File: src/rtl/kgp_instr_sequencer_if.sv
`default_nettype none
// ============================================================================
// Interface   : kgp_instr_sequencer_if
// Description : Control/status bundle between the KGP-RISC sequencer and the
//               datapath/control unit. The sequencer owns the PC side
//               (master), and the datapath/control unit drives the decode side
//               (slave).
// Revision    : 1.0 - initial release
// ============================================================================
interface kgp_instr_sequencer_if;
    logic        run;
    logic [31:0] nextInstrAddr;
    logic        isLoad;
    logic        isStore;
    logic        regWriteReq;
    logic        haltInstr;
    logic [31:0] instrAddr;
    logic        regWriteEn;
    logic        memWriteEn;
    logic [2:0]  state;
    logic        halted;
    logic [31:0] retiredCount;

    modport master (
        input  run, nextInstrAddr, isLoad, isStore, regWriteReq, haltInstr,
        output instrAddr, regWriteEn, memWriteEn, state, halted, retiredCount
    );

    modport slave (
        output run, nextInstrAddr, isLoad, isStore, regWriteReq, haltInstr,
        input  instrAddr, regWriteEn, memWriteEn, state, halted, retiredCount
    );
endinterface
`default_nettype wire

File: src/rtl/kgp_instr_sequencer.sv
`default_nettype none
// ============================================================================
// Module      : kgp_instr_sequencer
// Description : Multi-cycle FETCH/DECODE/EXEC/MEM/WB sequencer. Owns the PC,
//               turns level decode requests into one-cycle commit strobes and
//               counts retired instructions.
// Revision    : 1.0 - initial release
// ============================================================================
module kgp_instr_sequencer #(
    parameter logic [31:0] RESET_PC    = 32'h0000_0000,
    // Retired-count value after reset; nonzero only for bring-up/preload use.
    parameter logic [31:0] RESET_COUNT = 32'h0000_0000
) (
    input  wire logic               clk,
    input  wire logic               rst,
    kgp_instr_sequencer_if.master   bus_if
);

    typedef enum logic [2:0] {
        ST_IDLE   = 3'd0,
        ST_FETCH  = 3'd1,
        ST_DECODE = 3'd2,
        ST_EXEC   = 3'd3,
        ST_MEM    = 3'd4,
        ST_WB     = 3'd5,
        ST_HALT   = 3'd6
    } state_t;

    state_t      state_q;
    logic [31:0] pc_q;
    logic [31:0] count_q;
    logic        load_q;
    logic        store_q;
    logic        regwr_q;
    logic        halt_q;
    logic [31:0] count_d;

    assign count_d = count_q + 32'd1;

    // Sequencer FSM: steps one instruction at a time, latching decode flags in
    // DECODE and committing PC/count at the WB edge.
    always_ff @(posedge clk or posedge rst) begin
        if (rst) begin
            state_q <= ST_IDLE;
            pc_q    <= RESET_PC;
            count_q <= RESET_COUNT;
            load_q  <= 1'b0;
            store_q <= 1'b0;
            regwr_q <= 1'b0;
            halt_q  <= 1'b0;
        end else begin
            case (state_q)
                ST_IDLE: begin
                    if (bus_if.run) begin
                        state_q <= ST_FETCH;
                    end
                end
                ST_FETCH: begin
                    state_q <= ST_DECODE;
                end
                ST_DECODE: begin
                    load_q  <= bus_if.isLoad;
                    store_q <= bus_if.isStore;
                    regwr_q <= bus_if.regWriteReq;
                    // halt_q doubles as the registered halted output: it is
                    // only set on the edge that enters HALT.
                    halt_q  <= bus_if.haltInstr;
                    state_q <= bus_if.haltInstr ? ST_HALT : ST_EXEC;
                end
                ST_EXEC: begin
                    state_q <= (load_q || store_q) ? ST_MEM : ST_WB;
                end
                ST_MEM: begin
                    state_q <= ST_WB;
                end
                ST_WB: begin
                    pc_q    <= bus_if.nextInstrAddr;
                    count_q <= count_d;
                    state_q <= bus_if.run ? ST_FETCH : ST_IDLE;
                end
                ST_HALT: begin
                    state_q <= ST_HALT;
                end
                default: begin
                    state_q <= ST_IDLE;
                end
            endcase
        end
    end

    // Strobes decode straight from state so an async reset kills them at once.
    assign bus_if.regWriteEn   = (state_q == ST_WB)  && regwr_q;
    assign bus_if.memWriteEn   = (state_q == ST_MEM) && store_q;
    assign bus_if.instrAddr    = pc_q;
    assign bus_if.retiredCount = count_q;
    assign bus_if.state        = state_q;
    assign bus_if.halted       = halt_q;

endmodule
`default_nettype wire
File: src/flat_wrapper.sv
// flat-port wrapper written by rule: the top's interface ports become plain ports
module kgp_instr_sequencer_flat 
#(
    parameter logic [31:0] RESET_PC    = 32'h0000_0000,
                                                                              
    parameter logic [31:0] RESET_COUNT = 32'h0000_0000
)
  (clk, rst, bus_if_run, bus_if_nextInstrAddr, bus_if_isLoad, bus_if_isStore, bus_if_regWriteReq, bus_if_haltInstr, bus_if_instrAddr, bus_if_regWriteEn, bus_if_memWriteEn, bus_if_state, bus_if_halted, bus_if_retiredCount);
  kgp_instr_sequencer_if bus_if_i ();
  input  wire logic clk;
  input  wire logic rst;
  input wire logic [$bits(bus_if_i.run)-1:0] bus_if_run;
  input wire logic [$bits(bus_if_i.nextInstrAddr)-1:0] bus_if_nextInstrAddr;
  input wire logic [$bits(bus_if_i.isLoad)-1:0] bus_if_isLoad;
  input wire logic [$bits(bus_if_i.isStore)-1:0] bus_if_isStore;
  input wire logic [$bits(bus_if_i.regWriteReq)-1:0] bus_if_regWriteReq;
  input wire logic [$bits(bus_if_i.haltInstr)-1:0] bus_if_haltInstr;
  output wire logic [$bits(bus_if_i.instrAddr)-1:0] bus_if_instrAddr;
  output wire logic [$bits(bus_if_i.regWriteEn)-1:0] bus_if_regWriteEn;
  output wire logic [$bits(bus_if_i.memWriteEn)-1:0] bus_if_memWriteEn;
  output wire logic [$bits(bus_if_i.state)-1:0] bus_if_state;
  output wire logic [$bits(bus_if_i.halted)-1:0] bus_if_halted;
  output wire logic [$bits(bus_if_i.retiredCount)-1:0] bus_if_retiredCount;
  assign bus_if_i.run = bus_if_run;
  assign bus_if_i.nextInstrAddr = bus_if_nextInstrAddr;
  assign bus_if_i.isLoad = bus_if_isLoad;
  assign bus_if_i.isStore = bus_if_isStore;
  assign bus_if_i.regWriteReq = bus_if_regWriteReq;
  assign bus_if_i.haltInstr = bus_if_haltInstr;
  assign bus_if_instrAddr = bus_if_i.instrAddr;
  assign bus_if_regWriteEn = bus_if_i.regWriteEn;
  assign bus_if_memWriteEn = bus_if_i.memWriteEn;
  assign bus_if_state = bus_if_i.state;
  assign bus_if_halted = bus_if_i.halted;
  assign bus_if_retiredCount = bus_if_i.retiredCount;
  kgp_instr_sequencer #(.RESET_PC(RESET_PC), .RESET_COUNT(RESET_COUNT)) u_core (.clk(clk), .rst(rst), .bus_if(bus_if_i));
endmodule
File: config.mk
export PLATFORM = sky130hd
export DESIGN_NAME = kgp_instr_sequencer_flat
export DESIGN_NICKNAME = d
export VERILOG_FILES = /design/src/rtl/kgp_instr_sequencer_if.sv /design/src/rtl/kgp_instr_sequencer.sv /design/src/flat_wrapper.sv
export SDC_FILE = /design/constraint.sdc
export NUM_CORES = 1
export LEC_CHECK = 0
export ABC_CLOCK_PERIOD_IN_PS = 2100
export BUFFER_PORTS_ARGS = -buffer_cell sky130_fd_sc_hd__buf_2
export CORE_ASPECT_RATIO = 1.1
export CORE_UTILIZATION = 44
export DETAILED_ROUTE_END_ITERATION = 10
export PLACE_DENSITY = 0.75
export SLEW_MARGIN = 20
export SYNTH_ARGS = -nofsm -noshare
export SYNTH_HDL_FRONTEND = slang
export SYNTH_SLANG_ARGS = --single-unit
File: constraint.sdc
create_clock -name clk -period 2.1 [get_ports clk]
set_input_delay 0.21 -clock clk [delete_from_list [all_inputs] [get_ports clk]]
set_output_delay 0.21 -clock clk [all_outputs]
set_load 0.01 [all_outputs]
Yosys cells after proc, flatten, opt, wreduce, memory -nomap -nowiden
Index checks and enable logic that the tools add are counted.
Storage, ports and cells
  ROM bits: 0
  memories: 0
  RAM bits: 0
  word-level logic and storage cells: 24
  latch bits: 0
  output and inout bits: 70
  input bits: 39
  bits in registers: 71
Cells by class
  div/mod/pow operators: 0
  shift operators: 0
  equal/unequal tests: 7
  muxes and demuxes: 5
  bitwise gates (word level): 0
  order comparisons: 0
  multipliers: 0
  add/sub/neg operators: 1
  reduce and logical (&&, ||, !) cells: 4
Operators by type and width (number)
  $add A32 B1 Y32 const B: 1
  $pmux W3 S7: 1
  $eq A3 B3 Y1 const B: 3
  $eq A3 B2 Y1 const B: 2
  $mux W3: 2
  $eq A3 B1 Y1 const B: 1
  $logic_not A3 Y1: 1
  $logic_and A1 B1 Y1: 2
  $mux W1: 2
  $ne A2 B2 Y1 const B: 1
  $logic_or A1 B1 Y1: 1

Depth between registers and ports, before layout
Gate-level depths: netlist of the first run.
  depth after elaboration: 3
  depth in mapped cells: 6
  mapped depth without buffers: 6

Worst setup path after synthesis of the first run
OpenSTA, ideal clock, no wires.
  path kind: flip-flop to flip-flop
  start point: reg u_core.state_q[1], in the netlist u_core.bus_if.state[1]
  end point: reg u_core.count_q[31], in the netlist u_core.bus_if.retiredCount[31]
  required time: 1.975 ns
  library setup time: 0.125 ns
  period minus slack after synthesis: 1.865 ns
  setup slack: 0.235 ns
  stages on the path, launching flop included: 5
  buffers on the path: 0
  arrival: 1.740 ns
  cells stage by stage: dfrtp_1 -> nand4b_4 -> or3_4 -> or4_4 -> xnor2_2
Between the ends
  longest elaborated chain between the ends: 1
RTL lines
  start: declaration: RTL line kgp_instr_sequencer.sv:29  | state_t state_q;
  start signal: assignment: RTL line kgp_instr_sequencer.sv:68  | state_q <= bus_if.haltInstr ? ST_HALT : ST_EXEC;
  start signal: assignment: RTL line kgp_instr_sequencer.sv:71  | state_q <= (load_q || store_q) ? ST_MEM : ST_WB;
  start signal: assignment: RTL line kgp_instr_sequencer.sv:79  | state_q <= bus_if.run ? ST_FETCH : ST_IDLE;
  $eq A3 B3 Y1: RTL line kgp_instr_sequencer.sv:52  | case (state_q)
  end signal: assignment: RTL line kgp_instr_sequencer.sv:78  | count_q <= count_d;
  end: declaration: RTL line kgp_instr_sequencer.sv:31  | logic [31:0] count_q;
No other way between the ends.
A chain may end at the register's enable or synchronous reset.

Worst setup path in the final report of the first run
  start point: reg u_core.state_q[2], in the netlist u_core.bus_if.state[2]
  end point: reg u_core.count_q[25], in the netlist u_core.bus_if.retiredCount[25]
The elaborated chain is that of the path after synthesis.

==> results.md, run 1 <==
* Outcome: completed
* Synth async-reset ratio at 100.0%
* Fmax at 540.2 MHz
* Layout cells sized above 1 at between 30% and 40%
* Pins Over Slew Limit at 0
* Relative slew slack at a little over half
* Inst Count DP at roughly 470
* Crit path time final at 1.851 ns
* Die Y at roughly 90 um
* Final worst-path cycle share at about 88%
* Total of max-cap violations at 0
* Initial antenna violation count at 0
* FF+latch count, synth at 71
* Syn_area_per_cell at 10.32 um2
* Row count at 30
* CP Launch Type: register
* Total congestion overflow at 0
* DRC Markers at 0
* DP Area at ~3600 um2
* Area Overhead vs Synth at 28.84%
* Leading post-synthesis cells by cell area: dfrtp_1 (60%), nand2_1 (14%), xnor2_1 (6.8%)
* Root buffer cell: clkbuf_8
* Post-synth EDFFs at 0
* Ys flop type: dfrtp_1
* Min-Delay Path Class: in -> reg
* DR pass1 iterations at 4
* Largest net degree at the start of global routing at 55
* Final std cells w/o fill at 489
* Sum Neg Setup Slack at 0 ns
* Maximum VDD drop at 0.0006731 V
* Die Span X at 80.08 um
* CP Max Fanout at 6
* Antenna cells at 0
* CTS sink cnt at between 70 and 80
* Seq/Total Area, Yosys at about three fifths
* Clk Latency, worst-skew pair at ~0.32 ns
* Initial Util at 46.79%
* Mean number of vias per cell at 4.789
* Starting DRC count in detailed routing at 107
* Syn nets at 326
* GPL Wtd Cong at between 0.8 and 0.9
* First-pass GRT wire length at ~10 mm
* Library cells used by synthesis at 31
* PortBufs at 108
* Critical path class: reg -> reg
* Hold Vio Cnt, Final at 0
* Critical Path RT at between 2 and 2.5 ns
* Post-Syn Instances at 286
* Yosys warns at 0
* Dpl hpwl at 4.449 mm
* PD cells at approximately 1200 nW/um2
* Reg area at about 1800 um2
* Clock Path Buffers at 2
* Design area at 3801 um2
* GRT Util Overall at between 15 and 20%
* Post-synth top area cell: dfrtp_1
* H-tree depth at 3
* CTS clk-pin slew, worst paths at roughly 0.080 ns
* CTS Buf Count at 9
* Total Power at ~0.0045 W
* Post-CTS Setup Bufs at 0
* Synth Cell Area at roughly 3000 um2
* Final Core Density at 60.28%
* Worst setup EP type: register
* Top-area cell type share of the netlist area at between 60% and 70%
* DIE AREA at between 7000 and 8000 um2
* Core Box Area at between 6000 and 7000 um2
* Worst slew pin tran at 0.6730 ns
* Vias at around 2300
* RSZ-0062 raised after global routing: no
* Fillers at between 500 and 600
* Final setup viols at 0
* Crit path DAT at approximately 2.1 ns
* Final WL at around 6.3 mm
* Wire length per cell at 12.86 um
* Nets at ~440
* Pleak at 2.101 nW
* CTS tree: yes
* Post-DRT Antenna Nets at 0
* Number of global-route vias before repair at between 2000 and 2500
* Ports at approximately 110
* Area of the multi-input gates at ~1100 um2
* Worst clock skew at roughly 0.0085 ns
[report_power, final]
| part | internal (W) | switching (W) |
|---|---|---|
| clock | 0.000454 | 0.000490 |
| combinational | 0.000627 | 0.000839 |
| sequential | 0.00179 | 0.000262 |
| total | 0.00287 | 0.00159 |
[critical path, stage by stage (launching register included)]
cell	delay, ns
dfrtp_1	0.45
nand4b_4	0.15
or3_4	0.42
nor2_1	0.37
nand4_1	0.18
xnor2_1	0.16
[layout by cell type, fill, tap and decap left out, drive strengths merged]
cell,count
or3,2
nor3,2
nand4,8
nor2,10
xnor2,24
nor3b,1
and4,5
o21ai,1
clkbuf,10
nor4b,1
and2,4
a21oi,2
inv,3
or4,1
nand2b,1
dlygate4sd3,1
o22ai,2
nand3,9
clkinvlp,1
nand4b,1
and3,5
xor2,7
nand2,112
nand3b,1
clkinv,5
buf,114
mux2,4
dfrtp,71
ha,1
[per-stage QoR]
step	setup WS (ns)	hold slack, ns
floorplan	0.09343	0.3154
global placement	0.3031	0.2139
detailed placement	0.2453	0.2230
CTS	0.2250	0.05231
global route	0.1115	0.04156
finish	0.2490	0.06795
[layer usage]
metal	vias up	share of wire (%)	GRT usage (%)
met3	4	6.6	7.500
li1	1158	-	-
met5	-	0	0
met4	0	0.73	4.870
met1	1100	45	23.57
met2	80	47	32.01
[kinds of logic after synthesis]
logic type	count (synthesis)	share of synthesized area, %
buffers and inverters	11	1.654
XOR/XNOR	31	9.457
flip-flops	71	60.22
AND/OR/NAND/NOR	163	25.78
multiplexers	4	1.527
adder cells (fa/ha/maj)	1	0.4240
AO/OA/AOI/OAI	5	0.9328
[path summary, 6_finish.rpt]
kind                                                 start  cells past startpoint  slack, ns                        endpoint
worst max register to register      u_core.bus_if.state[2]                      5       0.25  u_core.bus_if.retiredCount[25]
min in group asynchronous                              rst                      3       0.43  u_core.bus_if.retiredCount[26]
max in group asynchronous                              rst                      4       1.07     u_core.bus_if.instrAddr[16]
worst min-delay path               bus_if_nextInstrAddr[7]                      3       0.07      u_core.bus_if.instrAddr[7]
worst min register to register  u_core.bus_if.instrAddr[5]                      2       0.47      u_core.bus_if.instrAddr[5]
worst max-delay path                u_core.bus_if.state[2]                      5       0.25  u_core.bus_if.retiredCount[25]
[cell type report]
type | count | share of cell area [%]
clock inverter | 6 | 0.9546
sequential | 71 | 46.74
timing repair buffer | 115 | 16.00
multi-input combinational | 204 | 29.76
clock buffer | 10 | 3.621
tap | 80 | 2.633
inverter | 3 | 0.2962
[what timing repair did]
| action | in CTS | in global routing |
|---|---|---|
| resized for setup | 0 | 0 |
| hold endpoints to repair | 17 | 0 |
| hold buffers | 1 | 0 |
[sequential cells by signal (all words and copies together) (netlist names)]
name and count:
u_core.regwr_q 1, u_core.bus_if.state 3, u_core.bus_if.halted 1, u_core.bus_if.instrAddr 32, u_core.store_q 1, u_core.bus_if.retiredCount 32
u_core.load_q 1
[synthesized netlist by cell type, types with 2 or more instances]
| master | count |
|---|---|
| xor2_1 | 7 |
| and2_2 | 2 |
| dfrtp_1 | 71 |
| o22ai_1 | 2 |
| mux2_2 | 4 |
| and4_1 | 4 |
| nand3_1 | 8 |
| and2_1 | 2 |
| nor3_1 | 2 |
| buf_4 | 2 |
| inv_1 | 3 |
| xnor2_1 | 23 |
| clkbuf_1 | 6 |
| a21oi_1 | 2 |
| nor2_1 | 10 |
| nand4_1 | 8 |
| nand2_1 | 112 |
| and3_1 | 5 |
Power figures use the tool's default switching activity.
==> run 2, diff against run 1 <==
Settings changed: ABC_AREA from default to 1, CORE_UTILIZATION 44 to 46, HOLD_SLACK_MARGIN from default to 0.1, PLACE_DENSITY 0.75 to 0.86.
==> results.md, run 2 <==
* Crit path DAT at 1.69 ns (-0.37 ns)
* Maximum VDD drop at 0.0008162 V (+21%)
* Fmax at 525.9 MHz (-2.7%)
* PortBufs at 108 (unchanged)
* Reg-to-Reg Start: u_core.bus_if.state[0]
* Seq/Total Area, Yosys at 53.58% (-6.6 points)
* Wire length per cell at 13.73 um (+6.8%)
* Final setup viols at 0 (unchanged)
* Crit path time final at 1.902 ns (+0.05056 ns)
* Post-synthesis mux area share at 0% (-1.5 points)
* Ys flop type: dfrtp_1
* Logic gate share of total power at 32.8% (about the same)
* Post-synth EDFFs at 0 (unchanged)
* Total congestion overflow at 0 (unchanged)
* H-tree depth at 3 (unchanged)
* Commonest non-fill, non-tap cells in the layout: nand2_1 (208), buf_2 (108), dfrtp_1 (71), nor2_1 (39), dlygate4sd3_1 (36)
* Sw frac at 35.66% (-0.036 points)
* Most frequent cells after synthesis: nand2_1 (208), dfrtp_1 (71), nor2_1 (39)
* Switching power at 0.001792 W (+13%)
* Largest family of logic cells by synthesized area: simple AND/OR/NAND/NOR gates
* PD cells at 1100 nW/um2 (-6.2%)
* Initial Util at 47.32% (+0.54 points)
* Leading post-synthesis cells by cell area: dfrtp_1 (54%), nand2_1 (24%), nor2_1 (4.4%)
* Post-synth top area cell: dfrtp_1
* Design area at 4568 um2 (+20%)
* RR Endpoint: u_core.bus_if.instrAddr[10]
* Antenna cells at 0 (unchanged)
* Ports at 109 (unchanged)
* Synth Area in XOR/XNOR at 3.170% (-6.3 points)
* Root buffer cell: clkbuf_8
* Worst hold slack at 0.1465 ns (+0.07852 ns)
* CTS clk-pin slew, worst paths at 0.08 ns (about the same)
* Clk Latency, worst-skew pair at 0.34 ns (+0.02 ns)
* CTS sink cnt at 71 (unchanged)
* Layout cells sized above 1 at 24.56% (-11 points)
* Yosys warns at 0 (unchanged)
* Row count at 32 (+6.7%)
* Critical path class: reg -> out
* Initial antenna violation count at 0 (unchanged)
* Largest delay contributor family on the critical path: buffers and inverters
* Pins Over Slew Limit at 0 (unchanged)
* Dpl hpwl at 5.853 mm (+32%)
* CTS Buf Count at 9 (unchanged)
* Clock Path Buffers at 2 (unchanged)
* Total of max-cap violations at 0 (unchanged)
* RSZ-0062 raised after global routing: no
* Die Y at 91.05 um (+3.6%)
* GPL Wtd Cong at 0.8650 (+7.7%)
* CP Launch Type: register
* Worst clock skew at 0.01354 ns (+0.005056 ns)
* Worst reg-to-reg path cell count at 6 (+1)
* Nets at 610 (+37%)
* FF+latch count, synth at 71 (unchanged)
* Delay of the slowest critical-path stage at 0.44 ns (about the same)
* CP bufs+invs at 2 (+2)
* Synth Cell Area at 3316 um2 (+12%)
* R2r setup slk at 0.44 ns (+0.19 ns)
* Worst setup EP type: output port
* P_int at 0.003233 W (+13%)
* Top-area cell type share of the netlist area at 53.58% (-6.6 points)
* Post-CTS sizing at 0 (unchanged)
* Simple-gate share of the synthesized area at 36.57% (+11 points)
* CTS tree: yes
* Pleak at 2.475 nW (+18%)
* DRC Markers at 0 (unchanged)
* GRT Util Overall at 25.00% (+5.8 points)
* Final WL at 9.050 mm (+44%)
* Starting DRC count in detailed routing at 158 (+48%)
* DR pass1 iterations at 4 (unchanged)
* Vias at 3234 (+38%)
* Outcome: completed
* Sum Neg Setup Slack at 0 ns (unchanged)
* Critical Path RT at 1.89 ns (-0.42 ns)
* Commonest non-fill, non-tap cell in the layout: nand2_1
* CP Max Fanout at 12 (+6)
* Worst path slowest cell: dfrtp_1
* Hold Vio Cnt, Final at 0 (unchanged)
* Syn_area_per_cell at 7.932 um2 (-23%)
* Clock share of power at 26.3% (+5.1 points)
* Mean number of vias per cell at 4.907 (+2.5%)
* Hold path startpoint: bus_if_run
* Post-DRT Antenna Nets at 0 (unchanged)
* First-pass GRT wire length at 15.07 mm (+46%)
* Die Span X at 82.95 um (+3.6%)
* Synth async-reset ratio at 100.0% (unchanged)
* Most frequent cell after synthesis: nand2_1
* Hold Path End: u_core.bus_if.state[0]
* Library cells used by synthesis at 22 (-29%)
* Post-Syn Instances at 418 (+46%)
* DIE AREA at 7552 um2 (+7.3%)
* Final worst-path cycle share at 90.55% (+2.4 points)
* Worst slew pin tran at 0.5879 ns (-0.08509 ns)
* Critical path depth in cells at 5 (unchanged)
* Compound-Gate Fraction of Synth Area at 1.208% (+0.27 points)
* Number of global-route vias before repair at 3247 (+42%)
* Core Box Area at 7007 um2 (+11%)
* Seq pwr share at 40.9% (-5.0 points)
* Worst Hold Path Cells at 3 (unchanged)
* Area Overhead vs Synth at 37.77%
* DP Area at 3964 um2 (+9.6%)
* Relative slew slack at 60.75% (+6.0 points)
* Synth Area in Adders at 0.3774% (-0.047 points)
* Syn nets at 458 (+40%)
* Cells along the critical path: nand2_2, nor2_4, clkinv_1, nor2_1, buf_2
* Largest net degree at the start of global routing at 38 (-31%)
* Min-Delay Path Class: in -> reg
run 2: cell types whose count changed in the layout (fill, tap and decap cells not counted), sizes merged, moves of 4 or more:
cell,before,now
o21ai,1,5
and4,5,0
inv,3,31
and3,5,0
mux2,4,0
xnor2,24,6
and2,4,0
nor2,10,46
nand3,9,15
nand2,112,210
nand3b,1,13
nand4,8,1
dlygate4sd3,1,36
run 2: layout make-up:
| type | count | area (um2) |
|---|---|---|
| clock buffers | 10 | 137.6 |
| clock inverters | 5 | 106.4 |
| fillers | 567 | 2439 |
| inverters | 32 | 120.1 |
| multi-input cells | 307 | 1370 |
| flip-flops and latches | 71 | 1777 |
| well taps | 85 | 106.4 |
| repair buffers | 149 | 950.9 |
run 2: per-layer routing:
layer | part of all wire, % | GRT usage [%] | vias to the layer above
met5 | 0 | 0 | -
met4 | 2.4 | 9.770 | 0
met1 | 42 | 30.41 | 1504
li1 | - | - | 1572
met2 | 49 | 42.35 | 136
met3 | 6.5 | 6.545 | 22
run 2: tightest hold or removal path, cell delays in order:
cell,delay (ns)
buf_2,0.10
nor3_1,0.05
nor2_1,0.09
run 2: worst max-delay path by stage:
stage | startpoint | endpoint | slack [ns]
final | u_core.bus_if.state[0] | bus_if_regWriteEn | 0.20
after global placement | u_core.bus_if.state[2] | u_core.bus_if.instrAddr[9] | 0.60
after floorplan | rst | u_core.bus_if.halted | 0.09
after detailed placement | u_core.bus_if.retiredCount[3] | u_core.bus_if.retiredCount[31] | 0.54
after global routing | u_core.bus_if.state[0] | bus_if_regWriteEn | 0.04
after CTS | u_core.bus_if.state[2] | bus_if_regWriteEn | 0.21
run 2: cells by family (layout without fill, tap and decap cells):
family / after synthesis / count (layout)
flops: 71 / 71
simple gates: 287 / 287
fa+ha+maj: 1 / 1
buf+inv: 40 / 196
xor+xnor: 12 / 12
compound gates: 7 / 7
run 2: what timing repair did:
item | CTS | global route
endpoints found under the setup margin | 0 | 0
endpoints found under the hold margin | 59 | 1
hold buffers | 35 | 1
setup buffers | 0 | 0
run 2: through the flow:
step	worst slack, ns	instances	util (%)	total power, W
3_3_place_gp	0.5967	608	56.57	0.003532
4_1_cts	0.2133	658	65.05	0.005002
6_report	0.1984	659	65.20	0.005024
3_5_place_dp	0.5412	608	56.57	0.003618
2_1_floorplan	0.09343	418	-	0.002994
5_1_grt	0.04262	659	65.20	0.005349
run 2: power groups by stage:
stage	Clock, W	Sequential, W	Combinational [W]
2_1_floorplan	0	0.00223	0.000767
5_1_grt	0.00141	0.00210	0.00183
6_report	0.00132	0.00206	0.00165
3_5_place_dp	0	0.00206	0.00156
3_3_place_gp	0	0.00203	0.00150
4_1_cts	0.00135	0.00203	0.00162
